--- config.mk ---
export PLATFORM = sky130hd
export DESIGN_NAME = stream_sum_accumulator
export DESIGN_NICKNAME = d
export VERILOG_FILES = /design/src/rtl/stream_sum_accumulator.sv
export SDC_FILE = /design/constraint.sdc
export NUM_CORES = 1
export LEC_CHECK = 0
export ABC_AREA = 1
export BUFFER_PORTS_ARGS = -buffer_cell sky130_fd_sc_hd__buf_4
export CAP_MARGIN = 20
export CORE_ASPECT_RATIO = 0.9
export CORE_UTILIZATION = 44
export DETAILED_ROUTE_END_ITERATION = 10
export GPL_TIMING_DRIVEN = 0
export PLACE_DENSITY = 0.92
export SKIP_CTS_REPAIR_TIMING = 1
export SYNTH_ARGS = -nofsm -noshare
export SYNTH_HDL_FRONTEND = slang
export SYNTH_SLANG_ARGS = --single-unit
export TNS_END_PERCENT = 10
--- constraint.sdc ---
create_clock -name clk -period 1.75 [get_ports clk]
set_clock_uncertainty 0.1 [all_clocks]
set_input_delay 0.35 -clock clk [delete_from_list [all_inputs] [get_ports clk]]
set_output_delay 0.35 -clock clk [all_outputs]
set_load 0.05 [all_outputs]
--- src/rtl/stream_sum_accumulator.sv ---
// Sequential front/back end for an external combinational ripple-carry adder.
// Accumulates a burst of operands and presents the sum and a sticky carry flag.
module stream_sum_accumulator #(
    parameter int unsigned DATA_W = 16,
    parameter int unsigned LEN_W  = 8
) (
    input  logic              clk,
    input  logic              rst,
    input  logic              start,
    input  logic [LEN_W-1:0]  len,
    input  logic              in_valid,
    input  logic [DATA_W-1:0] in_data,
    output logic              in_ready,
    output logic [DATA_W-1:0] add_a,
    output logic [DATA_W-1:0] add_b,
    input  logic [DATA_W-1:0] add_s,
    input  logic              add_cout,
    output logic              out_valid,
    output logic [DATA_W-1:0] out_sum,
    output logic              out_ovf,
    input  logic              out_ready,
    output logic              busy
);

    typedef enum logic [1:0] {StIdle, StAcc, StDone} state_e;

    state_e             state_q, state_d;
    logic [DATA_W-1:0]  acc_q, acc_d;
    logic               ovf_q, ovf_d;
    logic [LEN_W-1:0]   rem_q, rem_d;

    always_ff @(posedge clk or posedge rst) begin
        if (rst) begin
            state_q <= StIdle;
            acc_q   <= '0;
            ovf_q   <= 1'b0;
            rem_q   <= '0;
        end else begin
            state_q <= state_d;
            acc_q   <= acc_d;
            ovf_q   <= ovf_d;
            rem_q   <= rem_d;
        end
    end

    always_comb begin
        state_d = state_q;
        acc_d   = acc_q;
        ovf_d   = ovf_q;
        rem_d   = rem_q;
        unique case (state_q)
            StIdle: begin
                if (start) begin
                    acc_d   = '0;
                    ovf_d   = 1'b0;
                    rem_d   = len;
                    state_d = (len == '0) ? StDone : StAcc;
                end
            end
            StAcc: begin
                if (in_valid) begin
                    acc_d = add_s;
                    ovf_d = ovf_q | add_cout;
                    rem_d = rem_q - LEN_W'(1);
                    if (rem_q == LEN_W'(1)) begin
                        state_d = StDone;
                    end
                end
            end
            StDone: begin
                // Start is deliberately not looked at here; only IDLE honours it.
                if (out_ready) begin
                    state_d = StIdle;
                end
            end
            default: state_d = StIdle;
        endcase
    end

    always_comb begin
        in_ready  = (state_q == StAcc);
        out_valid = (state_q == StDone);
        busy      = (state_q != StIdle);
        add_a     = acc_q;
        add_b     = (state_q == StAcc) ? in_data : '0;
        out_sum   = (state_q == StDone) ? acc_q : '0;
        out_ovf   = (state_q == StDone) ? ovf_q : 1'b0;
    end

endmodule

==> results_dict.tcl <==
set metrics [dict create \
    outcome "complete, but fails checks" \
    violations "negative setup slack" \
    ant_nets 0 \
    worst_path_largest_cell_delay_ps 500 \
    whs_path_depth 2 \
    crit_top_cell "nor2_4" \
    gp_congestion 0.900 \
    root_buffer "clkbuf_8" \
    cts_buffers 3 \
    io_pins 98 \
    critPathMaxFanout 10 \
    syn2layout_area_growth_pct 74.8 \
    min_path_type "input pin to flip-flop" \
    place_hpwl_um 4230 \
    rr_worst_depth 6 \
    dp_slack_ps -198 \
    netlist_instances 257 \
    clkLatencyLatePin_ps 280 \
    placementRows 20 \
    routed_wl_um 6310 \
    dr.pass1.iters 5 \
    route.detailed.drc 0 \
    worstPathRequired_ps 1300 \
    ys_types 18 \
    setup.worst_path.class "flip-flop to output port" \
    drv_slew 0 \
    leakage_nw 1.52 \
    synth.area.top_cells "dfrtp_1 (40%), nor2_1 (12%), inv_1 (12%)" \
    hold_viol 0 \
    drt-initial-drc-count 251 \
    io_buffer_count 96 \
    via_per_inst 5.17 \
    start_util_pct 47.8 \
    crit_path_top_delay_cell "dfrtp_2" \
    syn_avg_cell_area_um2 6.52 \
    min_from "start" \
    reg2reg_to "add_a[7]" \
    clockBufferDepth 2 \
    finalCriticalPeriod_ps 1930 \
    grt_overflow 0 \
    maxSlewHeadroom_pct 70.5 \
    regToRegSetupSlack_ps 100 \
    maxCapViolCount 0 \
    cts.clk_slew.worst_paths_ps 90 \
    cts_tree "built" \
    grt_pass1_wl_um 8490 \
    synth_area_leader_cell "dfrtp_1" \
    setup-tns-final_ps -3260 \
    final_cell_mix "buf_4 (69), inv_1 (51), nand2_1 (46)" \
    worstHoldEndpoint "ovf_q" \
    worstMarginPinSlew_ps 442 \
    synth_top_area_share_pct 40.3 \
    wire_per_inst_um 15.5 \
    antenna_found_initial 0 \
    end_kind "output port" \
    yosysWarnings 0 \
    syn-num-nets 305 \
    die_area_um2 4060 \
    p_per_area_nw_per_um2 1810 \
    drive_gt1_share_pct 42.6 \
    irDropWorstVdd_uv 1220 \
    fmax_mhz 518 \
    final_common_cell "buf_4" \
    crit_arrival_ps 1480 \
    reg2reg_from "state_q[1]" \
    setup_viol 32 \
    die_w_um 67.0 \
    vias 2109 \
    yosysSeqAreaShare_pct 40.3 \
    grt_max_degree 28 \
    grt_pass1_vias 1901 \
    min_period_over_period_pct 110 \
    start_kind "flip-flop" \
    fin_nets 413 \
    antenna_cells 0 \
    worst_slack_ps -180 \
    cts.sinks 27 \
    htreeDepth 1 \
    synthesis.area_um2 1680 \
    worstPathCellList "nor2_4, inv_4, buf_12, nor2_4, buf_8" \
    rsz0062_at_grt "true" \
    die_h_um 60.5 \
    core_um2 3500 \
    grt_use_total_pct 28.0 \
    synth-seq-cells 27 \
]
## how the worst max path moves through the flow
stage / from / to / slack, ps / cells past startpoint
after CTS: state_q[0] / add_b[13] / -510 / 5
final: state_q[0] / out_sum[10] / -180 / 5
after global placement: state_q[0] / add_b[6] / -170 / 5
after floorplan: state_q[1] / add_b[0] / -150 / 4
after global routing: state_q[0] / out_sum[10] / -230 / 5
after detailed placement: state_q[0] / add_b[13] / -200 / 5
## area by class of cell
cell class | count | area [um^2]
timing repair buffer | 103 | 931
multi-input combinational | 166 | 916
sequential | 27 | 677
fill | 203 | 574
inverter | 55 | 209
buffer | 9 | 96.3
tap | 44 | 55.1
clock buffer | 4 | 45.0
## critical path: cells and delay by family (launching register included)
kind          cells  cell delay, ps
flops             1             500
buf+inv           3             410
simple gates      2             280
## metrics by stage
step	utilization, %	cells	power, mW	hold WS, ps	area, um^2
after floorplan	-	257	3.48	303	1820
after global placement	74.0	397	4.31	414	2590
after detailed placement	74.0	397	4.42	414	2590
after CTS	75.3	401	4.79	158	2640
after global routing	83.6	408	5.60	152	2930
final	83.6	408	5.30	156	2930
## synth_stat cells
master    count
buf_6         1
nand2_1      47
nor3_1        1
nor2_4        1
o211ai_1      2
nand3_1      28
nand2_4       1
nor2_1       53
o21ai_0      26
a21oi_2       1
ha_1          2
inv_2         3
clkbuf_1      1
buf_2         7
dfrtp_1      27
nand2_2       1
a21oi_1       3
inv_1        52
## state kept, by name, indices dropped and copies added (netlist names)
name / flops
state_q: 2
add_a: 16
ovf_q: 1
rem_q: 8
## power by group
part           switching, mW  total (mW)  leakage, nW  internal, mW
registers              0.242        1.12        0.344         0.879
clock network          0.205       0.369       0.0228         0.164
logic                   2.57        3.81         1.16          1.24
total                   3.01        5.30         1.52          2.29
## cells by family (layout without fill, tap and decap cells)
family,count (synthesis),count (layout),synth area share (%)
AND/OR/NAND/NOR,132,132,32.8
AO/OA/AOI/OAI,32,32,10.1
buffers and inverters,64,171,15.3
flip-flops,27,27,40.3
adder cells (fa/ha/maj),2,2,1.49
## layer usage
layer  global-route usage, %  vias up  part of all wire (%)
met4                    10.0        0                   2.0
met3                    5.64       14                   5.9
li1                        -      995                     -
met1                    35.5     1008                    37
met2                    47.7       92                    55
met5                       0        -                     0
(Power assumes the default switching activity.)
